--- src/rtl/dsp_fetch_if.sv ---
// Fetch-stage bus bundle: instruction-memory read port plus the decode-side
// valid/ready queue head. The master side is the fetch stage.
interface dsp_fetch_if #(
    parameter int ADDR_W  = 16,
    parameter int INSTR_W = 32
);
    logic               imem_en;
    logic [ADDR_W-1:0]  imem_addr;
    logic [INSTR_W-1:0] imem_rdata;
    logic [INSTR_W-1:0] instr;
    logic [ADDR_W-1:0]  instr_pc;
    logic               instr_valid;
    logic               instr_ready;

    modport master (
        output imem_en,
        output imem_addr,
        input  imem_rdata,
        output instr,
        output instr_pc,
        output instr_valid,
        input  instr_ready
    );

    modport slave (
        input  imem_en,
        input  imem_addr,
        output imem_rdata,
        input  instr,
        input  instr_pc,
        input  instr_valid,
        output instr_ready
    );
endinterface

--- src/rtl/dsp_fetch.sv ---
// Instruction fetch stage: PC sequencing, synchronous imem reads, a 4-entry
// return queue toward decode, branch redirect flush and halt/drain control.
module dsp_fetch #(
    parameter int                ADDR_W   = 16,
    parameter int                INSTR_W  = 32,
    parameter logic [ADDR_W-1:0] RESET_PC = 16'h0000
) (
    input  logic              clk,
    input  logic              rst,
    input  logic              jump_flag,
    input  logic [ADDR_W-1:0] jump_addr,
    input  logic              halt,
    output logic              halted,
    dsp_fetch_if.master       bus
);
    localparam logic [ADDR_W-1:0] PC_STEP = {{(ADDR_W-1){1'b0}}, 1'b1};

    typedef enum logic [0:0] {
        ST_RUN    = 1'b0,
        ST_HALTED = 1'b1
    } state_t;

    state_t             state_r;
    state_t             state_nxt_s;
    logic [ADDR_W-1:0]  pc_r;
    logic [ADDR_W-1:0]  inflight_pc_r;
    logic               inflight_r;
    logic [INSTR_W-1:0] q_instr_r [4];
    logic [ADDR_W-1:0]  q_pc_r    [4];
    logic [1:0]         head_r;
    logic [1:0]         tail_r;
    logic [2:0]         count_r;
    logic [2:0]         occupancy_s;
    logic               issue_s;
    logic               push_s;
    logic               pop_s;

    // Issue/return/pop decisions and halt FSM next state.
    always_comb begin
        occupancy_s = count_r + {2'b00, inflight_r};
        issue_s     = 1'b0;
        push_s      = 1'b0;
        pop_s       = 1'b0;
        state_nxt_s = state_r;

        // Counting in-flight reads against free slots is what keeps the queue from overflowing.
        if (!rst && !halt && !jump_flag && (occupancy_s < 3'd4)) begin
            issue_s = 1'b1;
        end else begin
            issue_s = 1'b0;
        end

        if (inflight_r && !jump_flag) begin
            push_s = 1'b1;
        end else begin
            push_s = 1'b0;
        end

        if ((count_r != 3'd0) && bus.instr_ready) begin
            pop_s = 1'b1;
        end else begin
            pop_s = 1'b0;
        end

        case (state_r)
            ST_RUN: begin
                if (halt && (count_r == 3'd0) && !inflight_r) begin
                    state_nxt_s = ST_HALTED;
                end else begin
                    state_nxt_s = ST_RUN;
                end
            end
            ST_HALTED: begin
                if (!halt) begin
                    state_nxt_s = ST_RUN;
                end else begin
                    state_nxt_s = ST_HALTED;
                end
            end
            default: begin
                state_nxt_s = ST_RUN;
            end
        endcase
    end

    // Halt FSM state register.
    always_ff @(posedge clk) begin
        if (rst) begin
            state_r <= ST_RUN;
        end else begin
            state_r <= state_nxt_s;
        end
    end

    // PC, in-flight tracking and return queue.
    always_ff @(posedge clk) begin
        if (rst) begin
            pc_r          <= RESET_PC;
            inflight_r    <= 1'b0;
            inflight_pc_r <= {ADDR_W{1'b0}};
            head_r        <= 2'd0;
            tail_r        <= 2'd0;
            count_r       <= 3'd0;
            for (int i = 0; i < 4; i++) begin
                q_instr_r[i] <= {INSTR_W{1'b0}};
                q_pc_r[i]    <= {ADDR_W{1'b0}};
            end
        end else if (jump_flag) begin
            // A redirect discards both queued words and the read still in flight.
            pc_r       <= jump_addr;
            inflight_r <= 1'b0;
            head_r     <= 2'd0;
            tail_r     <= 2'd0;
            count_r    <= 3'd0;
        end else begin
            inflight_r <= issue_s;
            if (issue_s) begin
                pc_r          <= pc_r + PC_STEP;
                inflight_pc_r <= pc_r;
            end
            if (push_s) begin
                q_instr_r[tail_r] <= bus.imem_rdata;
                q_pc_r[tail_r]    <= inflight_pc_r;
                tail_r            <= tail_r + 2'd1;
            end
            if (pop_s) begin
                head_r <= head_r + 2'd1;
            end
            case ({push_s, pop_s})
                2'b10:   count_r <= count_r + 3'd1;
                2'b01:   count_r <= count_r - 3'd1;
                default: count_r <= count_r;
            endcase
        end
    end

    assign bus.imem_en     = issue_s;
    assign bus.imem_addr   = pc_r;
    assign bus.instr       = q_instr_r[head_r];
    assign bus.instr_pc    = q_pc_r[head_r];
    assign bus.instr_valid = (count_r != 3'd0);
    assign halted          = (state_r == ST_HALTED);
endmodule

--- src/flat_wrapper.sv ---
// flat-port wrapper written by rule: the top's interface ports become plain ports
module dsp_fetch_flat 
#(
    parameter int                ADDR_W   = 16,
    parameter int                INSTR_W  = 32,
    parameter logic [ADDR_W-1:0] RESET_PC = 16'h0000
)
  (clk, rst, jump_flag, jump_addr, halt, halted, bus_imem_en, bus_imem_addr, bus_imem_rdata, bus_instr, bus_instr_pc, bus_instr_valid, bus_instr_ready);
  dsp_fetch_if #(.ADDR_W(ADDR_W), .INSTR_W(INSTR_W)) bus_i ();
  input  logic clk;
  input  logic rst;
  input  logic jump_flag;
  input  logic [ADDR_W-1:0] jump_addr;
  input  logic halt;
  output logic halted;
  output wire logic [$bits(bus_i.imem_en)-1:0] bus_imem_en;
  output wire logic [$bits(bus_i.imem_addr)-1:0] bus_imem_addr;
  input wire logic [$bits(bus_i.imem_rdata)-1:0] bus_imem_rdata;
  output wire logic [$bits(bus_i.instr)-1:0] bus_instr;
  output wire logic [$bits(bus_i.instr_pc)-1:0] bus_instr_pc;
  output wire logic [$bits(bus_i.instr_valid)-1:0] bus_instr_valid;
  input wire logic [$bits(bus_i.instr_ready)-1:0] bus_instr_ready;
  assign bus_imem_en = bus_i.imem_en;
  assign bus_imem_addr = bus_i.imem_addr;
  assign bus_i.imem_rdata = bus_imem_rdata;
  assign bus_instr = bus_i.instr;
  assign bus_instr_pc = bus_i.instr_pc;
  assign bus_instr_valid = bus_i.instr_valid;
  assign bus_i.instr_ready = bus_instr_ready;
  dsp_fetch #(.ADDR_W(ADDR_W), .INSTR_W(INSTR_W), .RESET_PC(RESET_PC)) u_core (.clk(clk), .rst(rst), .jump_flag(jump_flag), .jump_addr(jump_addr), .halt(halt), .halted(halted), .bus(bus_i));
endmodule
--- config.mk ---
export PLATFORM = sky130hd
export DESIGN_NAME = dsp_fetch_flat
export DESIGN_NICKNAME = d
export VERILOG_FILES = /design/src/rtl/dsp_fetch_if.sv /design/src/rtl/dsp_fetch.sv /design/src/flat_wrapper.sv
export SDC_FILE = /design/constraint.sdc
export NUM_CORES = 1
export LEC_CHECK = 0
export BUFFER_PORTS_ARGS = -buffer_cell sky130_fd_sc_hd__buf_4
export CORE_MARGIN = 2
export CORE_UTILIZATION = 58
export DETAILED_ROUTE_END_ITERATION = 10
export PLACE_DENSITY_LB_ADDON = 0.2
export SYNTH_ARGS = -nofsm -noshare
export SYNTH_HDL_FRONTEND = slang
export SYNTH_SLANG_ARGS = --single-unit
--- constraint.sdc ---
create_clock -name clk -period 9 [get_ports clk]
set_input_delay 2.7 -clock clk [delete_from_list [all_inputs] [get_ports clk]]
set_output_delay 2.7 -clock clk [all_outputs]
set_load 0.005 [all_outputs]
==> results.md, run 1 <==
- Min Tclk post-route: 7.07 ns
- Most used cell along the critical path: buf_4
- Crit. Startpoint: halt
- Avg Inst Size Synth: 13.3 um^2
- Synth Register Bits: around 240
- Share of layout cells above drive strength 1: 25.7%
- CTS hold repair buffers: 0
- Vias/cell: 5.57
- CTS tree: yes
- RSZ-0062 raised after global routing: false
- Yosys top cell by area: edfxtp_1
- Reg area: 0.00663 mm^2
- Die X: 135 um
- Commonest cells in the netlist: 192 x edfxtp_1, 112 x nor2_1, 98 x nand2_1, 52 x inv_1, 50 x and2_1
- Starting Density: between 50% and 60%
- # rows: 47
- Worst Setup Slack, final: 1.93 ns
- Mapped Cells: approximately 750
- Clk_lat worst skew: 0.51 ns
- Core area: 0.0166 mm^2
- Fin. Hold Viols: 0
- Busiest layer in global routing: met2
- Worst Setup End Kind: primary output
- Die ar.: 0.0182 mm^2
- Gr usage total: 22.2%
- Primary FF master, synth: edfxtp_1
- Final Util: 70.7%
- Max-cap viol count: 0
- H-tree levels: 1
- Post-route cell area: 0.0118 mm^2
- Port Buffers: 119
- M3 GR Usage: between 3 and 4%
- DR vias: 6090
- Num ports: 120
- Post-synth top area share: 58.1%
- Global-route wire length before repair: 31300 um
- Most numerous cell in the Yosys netlist: edfxtp_1
- Post-CTS Resized: 0
- Initial antenna violation count: 0
- Post-DP HPWL: 11400 um
- Rel. slew slack: 23.4%
- Clock-pin slew on the worst setup and hold paths: 0.06 ns
- Final setup fails: 0
- Drt wl/cell: around 18 um
- Dpl cells: 1051
- Fraction of registers with async set or reset after synthesis: 0%
- Cell Area, Synth: 0.00992 mm^2
- WL final: approximately 20000 um
- Fillers: roughly 1100
- Static leakage: 4.57 nW
- Drt first pass iters: 7
- Setup TNS: 0 ns
- Postcts setup bufs: 0
- Antenna viol nets, final: 0
- Clock Tree Buf Depth: 3
- Slowest cell on crit path: clkinv_1
- CP cell instances: buf_4 -> nor2b_1 -> mux2_2 -> nand2_1 -> clkinv_1 -> buf_4
- Initial drt markers: 414
- Final Slew Violations: 0
- Sink Count: roughly 240
- Critical Path AT: 4.37 ns
- Layout area overhead: 18.6%
- Placed cell areas: 0.0110 mm^2
- Worst Setup Path Type: in -> out
- Non-Filler Instances: 1093
- Startpoint types: primary input
- # diodes: 0
- Ranking of synthesized cells by area: edfxtp_1 58%, mux4_2 11%, dfxtp_1 8.7%, nor2_1 4.2%, nand2_1 3.7%
- HP Start: u_core.inflight_pc_r[11]
- Die H: 135 um
- # nets final: 913
- Vias in the first global route: 6222
- Congestion Overflow GR: 0
- Status: finished, final reports clean
- Worst EP required: 6.30 ns
- Footprint of the multi-input gates: 0.00296 mm^2
- Synthesized Nets: 802
- Crit path max fanout: 18
- Grt met2 use: 37.5%
- Met1 GRT Util: between 20 and 30%
- Worst Skew: roughly 0.0099 ns
- Worst-margin pin slew: 1.15 ns
- DRC viols: 0
- Root Buffer: clkbuf_16
- Worst r2r src: u_core.inflight_r
- Setup WS pre-CTS: 1.92 ns
- Max incr delay on CP: about 0.51 ns
- Largest net degree at the start of global routing: 54
- Synth Warn #: 0
- Power density over the cells: 193 mW/mm^2
- Hold crit path type: reg -> reg
- VDD IR max: 168 uV
- Crit share post-route: 78.6%
- GP Congestion: 0.896
- Sequential share of the synthesized area: 66.8%
- F_max: about 0.14 GHz
- Yosys cell types: 41
- Post-synth EDFFs: 192
- Num CTS Buffers: 24
## stage by stage
step / total power, mW / hold WS [ns]
after global placement: 1.37 / 0.457
after CTS: 2.28 / 0.473
after global routing: 2.33 / 0.507
after detailed placement: 1.37 / 0.465
after floorplan: 1.31 / 0.445
final: 2.27 / 0.472
## flip-flops by register name, indices dropped and copies added, names as in the netlist, named ones only
register and flops:
u_core.bus.imem_addr 16, u_core.count_r 3, u_core.halted 1, u_core.head_r 2, u_core.inflight_pc_r 16, u_core.inflight_r 1
u_core.q_instr_r 128, u_core.q_pc_r 64, u_core.tail_r 2
## logic make-up (layout without fill, tap and decap cells)
group                    after synthesis  in the layout  share of synthesized area [%]
AND/OR/NAND/NOR                      302            302                           13.8
flip-flops                           235            235                           66.8
buffers and inverters                 96            223                           3.72
multiplexers                          50             50                           11.1
AO/OA/AOI/OAI                         44             44                           2.74
XOR/XNOR                              16             16                           1.41
adder cells (fa/ha/maj)                3              3                          0.454
## report_power, final
part	internal [mW]	total (mW)	switching [mW]
Sequential	1.21	1.23	0.0194
Combinational	0.0563	0.116	0.0596
Clock	0.532	0.920	0.388
Total	1.80	2.27	0.467
## layout make-up
cell class              count  area share, %
clock inverters            15          0.862
inverters                  53           1.69
repair buffers            128           8.17
multi-input cells         415           25.2
well taps                 220           2.34
flip-flops and latches    235           56.4
clock buffers              27           5.38
## path summary, 6_finish.rpt
path	slack [ns]	depth (start not counted)	end
worst min register to register	0.47	2	u_core.inflight_pc_r[11]
worst min-delay path	0.47	2	u_core.inflight_pc_r[11]
worst max register to register	5.89	6	u_core.q_instr_r[0][30]
worst max-delay path	1.93	6	bus_imem_en
## worst max-delay path, delay by kind of cell
family	cells	cell delay (ns)
buffers and inverters	3	0.90
multiplexers	1	0.30
AND/OR/NAND/NOR	2	0.47
## per-layer routing
metal / vias to the layer above / wire length (um) / part of all wire, %
li1: 2859 / - / -
met1: 2973 / 8290 / 41
met2: 218 / 9950 / 50
met3: 40 / 1250 / 6.3
met4: 0 / 521 / 2.6
met5: - / 0 / 0
## layout by cell type, fill, tap and decap left out, drive strengths merged, types with 3 or more instances in the layout
cell type,instances
xor2,5
nand3,6
nor4,5
a211oi,9
dfxtp,43
xnor2,11
inv,52
edfxtp,192
and3,12
nand2,98
nor2,113
or3,4
a21oi,22
mux4,48
nor3,3
o21ai,5
clkinv,13
buf,128
and2,50
nor2b,3
clkbuf,27
Power figures use the tool's default switching activity.
==> inputs of run 2 (changes only) <==
- clock period: 9 -> 6.7 ns (I/O delays scaled with it)
==> run 2 against run 1 <==
Clock-buffer cell count increased by 9. Sequential share of layout area shrank 0.20 points. Global-route usage up 0.54 points. Clock power increased by 39%. Die area unchanged.
==> results.md, run 2 (synthesis gave the netlist of run 1 again) <==
- # rows: 47 (unchanged)
- DR vias: 6186 (+1.6%)
- RSZ-0062 raised after global routing: false
- Power density over the cells: 262 mW/mm^2 (+36%)
- Num CTS Buffers: 24 (unchanged)
- Max-cap viol count: 0 (unchanged)
- Antenna viol nets, final: 0 (unchanged)
- Max incr delay on CP: 0.36 ns (-0.15 ns)
- CTS tree: yes
- Port Buffers: 119 (unchanged)
- Worst EP required: 4.69 ns (-1.61 ns)
- Initial drt markers: 524 (+27%)
- Drt first pass iters: 5 (-2)
- Clk_lat worst skew: 0.51 ns (about the same)
- Post-CTS Resized: 0 (unchanged)
- Hold crit path type: reg -> reg
- WL final: 20400 um (+1.8%)
- Vias/cell: 5.64 (+1.2%)
- Crit path max fanout: 34 (+16)
- Internal reg-to-reg setup slack: 3.88 ns (-2.01 ns)
- DRC viols: 0 (unchanged)
- Setup TNS: 0 ns (unchanged)
- Slowest cell on crit path: clkinv_1
- Status: finished, final reports clean
- Fin. Hold Viols: 0 (unchanged)
- H-tree levels: 1 (unchanged)
- Global-route wire length before repair: 32100 um (+2.5%)
- # diodes: 0 (unchanged)
- Largest reg by FF count: u_core.q_instr_r
- Biggest regs: u_core.q_instr_r (128), u_core.q_pc_r (64)
- F_max: 0.186 GHz
- Drt wl/cell: 18.6 um (+1.4%)
- Clock-pin slew on the worst setup and hold paths: 0.06 ns (about the same)
- Worst Setup End Kind: primary output
- CTS hold repair buffers: 0 (unchanged)
- Crit share post-route: 80.0%
- Rel. slew slack: 19.9% (-3.4 points)
- Critical Path AT: 3.35 ns (-1.02 ns)
- Congestion Overflow GR: 0 (unchanged)
- Worst Setup Path Type: in -> out
- Startpoint types: primary input
- Largest net degree at the start of global routing: 53 (-1.9%)
- Die ar.: 0.0182 mm^2 (unchanged)
- Initial antenna violation count: 0 (unchanged)
- Static leakage: 4.59 nW (+0.51%)
- Starting Density: 59.6% (unchanged)
- Die X: 135 um (unchanged)
- Postcts setup bufs: 0 (unchanged)
- Num ports: 120 (unchanged)
- Share of layout cells above drive strength 1: 25.8% (+0.11 points)
- Dpl cells: 1053 (+0.19%)
- Final setup fails: 0 (unchanged)
- Min Tclk post-route: between 5 and 6 ns
- GP Congestion: 0.877 (-2.0%)
- Core area: 0.0166 mm^2 (unchanged)
- Die H: 135 um (unchanged)
- CP delay by family, top: buffers and inverters
- Root Buffer: clkbuf_16
- Layout area overhead: 19.0%
- Most common cell after layout, fill and taps aside: edfxtp_1
- Clock Tree Buf Depth: 3 (unchanged)
- Final Slew Violations: 0 (unchanged)
- Sink Count: 235 (unchanged)
- Critical path buffers and inverters: 4 (+1)
- Worst Skew: 0.00601 ns (-0.00392 ns)
- VDD IR max: 165 uV (-1.6%)
- Max FFs per register: 128 (unchanged)
- Worst-margin pin slew: 1.20 ns (+0.0517 ns)
- Gr usage total: 22.7% (+0.54 points)
- Most used cell along the critical path: buf_4
- Vias in the first global route: 6413 (+3.1%)
- # nets final: 915 (+0.22%)
- Post-DP HPWL: 11900 um (+4.7%)
- CP cell instances: buf_4 -> nor2_2 -> nand2_1 -> buf_4 -> clkinv_1 -> buf_4
- Non-Filler Instances: 1097 (+0.37%)
- Most frequent cells in the layout: 192 x edfxtp_1, 130 x buf_4, 112 x nor2_1, 97 x nand2_1, 52 x inv_1
==> run 2: cell types whose count changed in the layout (fill, tap and decap cells not counted) <==
cell,previous run,this run
buf_4,128,130
clkbuf_1,2,8
clkbuf_8,0,3
clkinv_1,7,3
clkinv_2,5,4
clkinv_4,1,0
clkinvlp_4,2,1
==> run 2: cell type report <==
class	count	area [um^2]
flip-flops and latches	235	6630
fillers	1112	4840
multi-input cells	415	2960
repair buffers	130	976
clock buffers	36	697
well taps	220	275
inverters	53	199
clock inverters	8	65.1
==> run 2: final timing paths <==
kind                            from  depth (start not counted)                 endpoint
max                              rst                          6              bus_imem_en
min          u_core.inflight_pc_r[4]                          2  u_core.inflight_pc_r[4]
max reg2reg        u_core.inflight_r                          5   u_core.q_instr_r[0][7]
min reg2reg  u_core.inflight_pc_r[4]                          2  u_core.inflight_pc_r[4]
==> run 2: power breakdown <==
part | internal [mW] | switching (mW) | total, mW
clock network | 0.756 | 0.521 | 1.28
logic | 0.0763 | 0.0803 | 0.157
registers | 1.63 | 0.0266 | 1.66
==> run 2: through the flow <==
| stage | setup slack [ns] | total power, mW | hold WS [ns] | utilization (%) | cell area (um^2) |
|---|---|---|---|---|---|
| 3_3_place_gp | 1.36 | 1.84 | 0.458 | 66.3 | 11000 |
| 4_1_cts | 1.33 | 3.10 | 0.482 | 70.9 | 11800 |
| 3_5_place_dp | 1.34 | 1.84 | 0.472 | 66.3 | 11000 |
| 2_1_floorplan | 0.291 | 1.75 | 0.445 | - | 9920 |
| 6_report | 1.34 | 3.09 | 0.479 | 70.9 | 11800 |
| 5_1_grt | 1.14 | 3.17 | 0.503 | 70.9 | 11800 |
==> run 2: worst reg2reg max path, cell delays in order (launching register included) <==
cell and delay (ns):
dfxtp_1 0.47, and2_2 0.20, nor3b_2 0.14, buf_4 0.45
or2_2 0.81, buf_4 0.43
==> run 2: layer usage <==
layer	track usage, %	wire length (um)	part of all wire [%]
met5	0	0	0
met4	6.84	397	1.9
met3	3.64	1240	6.1
met2	40.3	10600	52
met1	29.1	8180	40
==> inputs of run 3 (changes only) <==
- clock period: 6.7 -> 5.1 ns (I/O delays scaled with it)
==> run 3 against run 2 <==
Sequential share of layout area hardly changed. Sequential power grew 31%. Clock power increased by 26%. Critical endpoint unchanged. Global-route usage about the same. Final area barely moved. Combinational power up 34%. Routed wire length up 1.6%. Flip-flop and latch count is the same. Clock skew up 0.0024 ns. Hold slack worse by 0.010 ns. Highest routed layer unchanged. Total power is 29% higher. Non-clock buffer count grew 3.
==> results.md, run 3 (synthesis gave the netlist of run 1 again) <==
- Status: finished, final reports clean
- CP delay by family, top: buffers and inverters
- Core area: 0.0166 mm^2 (unchanged)
- Final Slew Violations: 0 (unchanged)
- CTS hold repair buffers: 0 (unchanged)
- Max-cap viol count: 0 (unchanged)
- Share of layout cells above drive strength 1: 26.5% (+0.77 points)
- VDD IR max: 197 uV (+19%)
- Clock Tree Buf Depth: 3 (unchanged)
- Initial antenna violation count: 0 (unchanged)
- F_max: roughly 0.26 GHz
- Hold crit path type: reg -> reg
- Startpoint types: primary input
- Most frequent cells in the layout: 192 x edfxtp_1, 132 x buf_4, 112 x nor2_1, 97 x nand2_1, 52 x inv_1
- Initial drt markers: 451 (-14%)
- # rows: 47 (unchanged)
- Worst Setup Slack, final: 1.20 ns (-0.141 ns)
- Port Buffers: 119 (unchanged)
- Worst Setup Path Type: in -> out
- Sink Count: 235 (unchanged)
- Die ar.: 0.0182 mm^2 (unchanged)
- Worst Skew: 0.00845 ns (+0.00244 ns)
- HP Start: u_core.inflight_pc_r[14]
- Setup WS pre-CTS: 1.23 ns (-0.112 ns)
- Placed cell areas: 0.0111 mm^2 (+0.32%)
- Most used cell along the critical path: buf_4
- Drt first pass iters: 5 (unchanged)
- Critical Path AT: 2.37 ns (-0.98 ns)
- Die X: 135 um (unchanged)
- H-tree levels: 1 (unchanged)
- R2R depth: 4 (-1)
- # nets final: 917 (+0.22%)
- DRC viols: 0 (unchanged)
- FF-to-FF End: u_core.q_instr_r[1][8]
- Antenna viol nets, final: 0 (unchanged)
- Postcts setup bufs: 0 (unchanged)
- Crit path max fanout: 34 (unchanged)
- Slowest cell on crit path: buf_4
- Starting Density: 59.6% (unchanged)
- RSZ-0062 raised after global routing: false
- Global-route wire length before repair: 32200 um (+0.13%)
- Vias in the first global route: 6353 (-0.94%)
- Max incr delay on CP: 0.30 ns (-0.06 ns)
- Layout area overhead: 19.1% (about the same)
- Rel. slew slack: 24.4% (+4.4 points)
- Final Util: 71.0% (about the same)
- Power density over the cells: 338 mW/mm^2 (+29%)
- Vias/cell: 5.63 (about the same)
- Final setup fails: 0 (unchanged)
- Post-DP HPWL: 12100 um (+1.7%)
- WL final: 20700 um (+1.6%)
- Congestion Overflow GR: 0 (unchanged)
- Largest net degree at the start of global routing: 49 (-7.5%)
- Gr usage total: 22.8% (about the same)
- Setup TNS: 0 ns (unchanged)
- # diodes: 0 (unchanged)
- DR vias: 6187 (+0.016%)
- Biggest regs: u_core.q_instr_r (128), u_core.q_pc_r (64)
- Largest reg by FF count: u_core.q_instr_r
- Root Buffer: clkbuf_16
- Die H: 135 um (unchanged)
- CP cell instances: buf_4 -> nor2_2 -> nand2_1 -> clkinv_1 -> buf_4
- Stages on worst setup path: 5 (-1)
- Max FFs per register: 128 (unchanged)
- Clock-pin slew on the worst setup and hold paths: 0.06 ns (about the same)
- Post-route cell area: 0.0118 mm^2 (about the same)
- Worst EP required: 3.57 ns (-1.12 ns)
- Num ports: 120 (unchanged)
- Fin. Hold Viols: 0 (unchanged)
- CTS tree: yes
- Most common cell after layout, fill and taps aside: edfxtp_1
- Fillers: 1126 (+1.3%)
- Worst r2r src: u_core.inflight_r
- Post-CTS Resized: 0 (unchanged)
- Crit path to: bus_imem_en
- Clk_lat worst skew: 0.50 ns (about the same)
- Critical path buffers and inverters: 3 (-1)
- Internal reg-to-reg setup slack: 2.82 ns (-1.06 ns)
- Static leakage: 4.61 nW (+0.46%)
- Min Tclk post-route: 3.90 ns
- Crit share post-route: 76.5%
- Footprint of the multi-input gates: 0.00296 mm^2 (unchanged)
- Reg area: 0.00663 mm^2 (unchanged)
- GP Congestion: 0.884 (+0.71%)
- Num CTS Buffers: 23 (-4.2%)
- Drt wl/cell: 18.9 um (+1.5%)
- Worst-margin pin slew: 1.13 ns (-0.0664 ns)
- Worst Setup End Kind: primary output
- Crit. Startpoint: rst
## run 3: power by group
part / total, mW / leakage [nW] / internal [mW] / switching (mW)
clock network: 1.61 / 0.373 / 0.944 / 0.666
logic: 0.210 / 1.91 / 0.102 / 0.107
registers: 2.18 / 2.33 / 2.14 / 0.0352
## run 3: metal layers
| layer | GRT usage, % | up-vias | share of wire (%) |
|---|---|---|---|
| met5 | 0 | - | 0 |
| met4 | 6.14 | 0 | 1.7 |
| met3 | 3.75 | 32 | 6.9 |
| met2 | 39.9 | 238 | 52 |
| met1 | 29.8 | 3057 | 40 |
| li1 | - | 2860 | - |
## run 3: worst register-to-register path, delay by kind of cell, from the launching register on
family / cells / cell delay, ns
and+or+nand+nor: 3 / 1.13
DFF: 1 / 0.49
buffers and inverters: 1 / 0.35
## run 3: cell type report
class,count,area share (%)
clock buffer,36,5.92
clock inverter,6,0.286
sequential,235,56.2
inverter,53,1.68
tap,220,2.33
multi-input combinational,415,25.1
timing repair buffer,133,8.56
## run 3: per-stage QoR
| stage | cells | total power [mW] | hold WS (ns) |
|---|---|---|---|
| finish | 1098 | 4.00 | 0.469 |
| global placement | 1056 | 2.42 | 0.456 |
| CTS | 1098 | 4.02 | 0.470 |
| global route | 1098 | 4.11 | 0.491 |
| detailed placement | 1056 | 2.43 | 0.462 |
| floorplan | 746 | 2.30 | 0.445 |
## run 3: worst min-delay path by stage
stage / cells after the start / endpoint / slack (ns)
detailed placement: 2 / u_core.inflight_pc_r[10] / 0.46
floorplan: 2 / u_core.inflight_pc_r[10] / 0.44
global route: 2 / u_core.inflight_pc_r[6] / 0.49
global placement: 2 / u_core.inflight_pc_r[6] / 0.46
CTS: 2 / u_core.inflight_pc_r[10] / 0.47
finish: 2 / u_core.inflight_pc_r[14] / 0.47
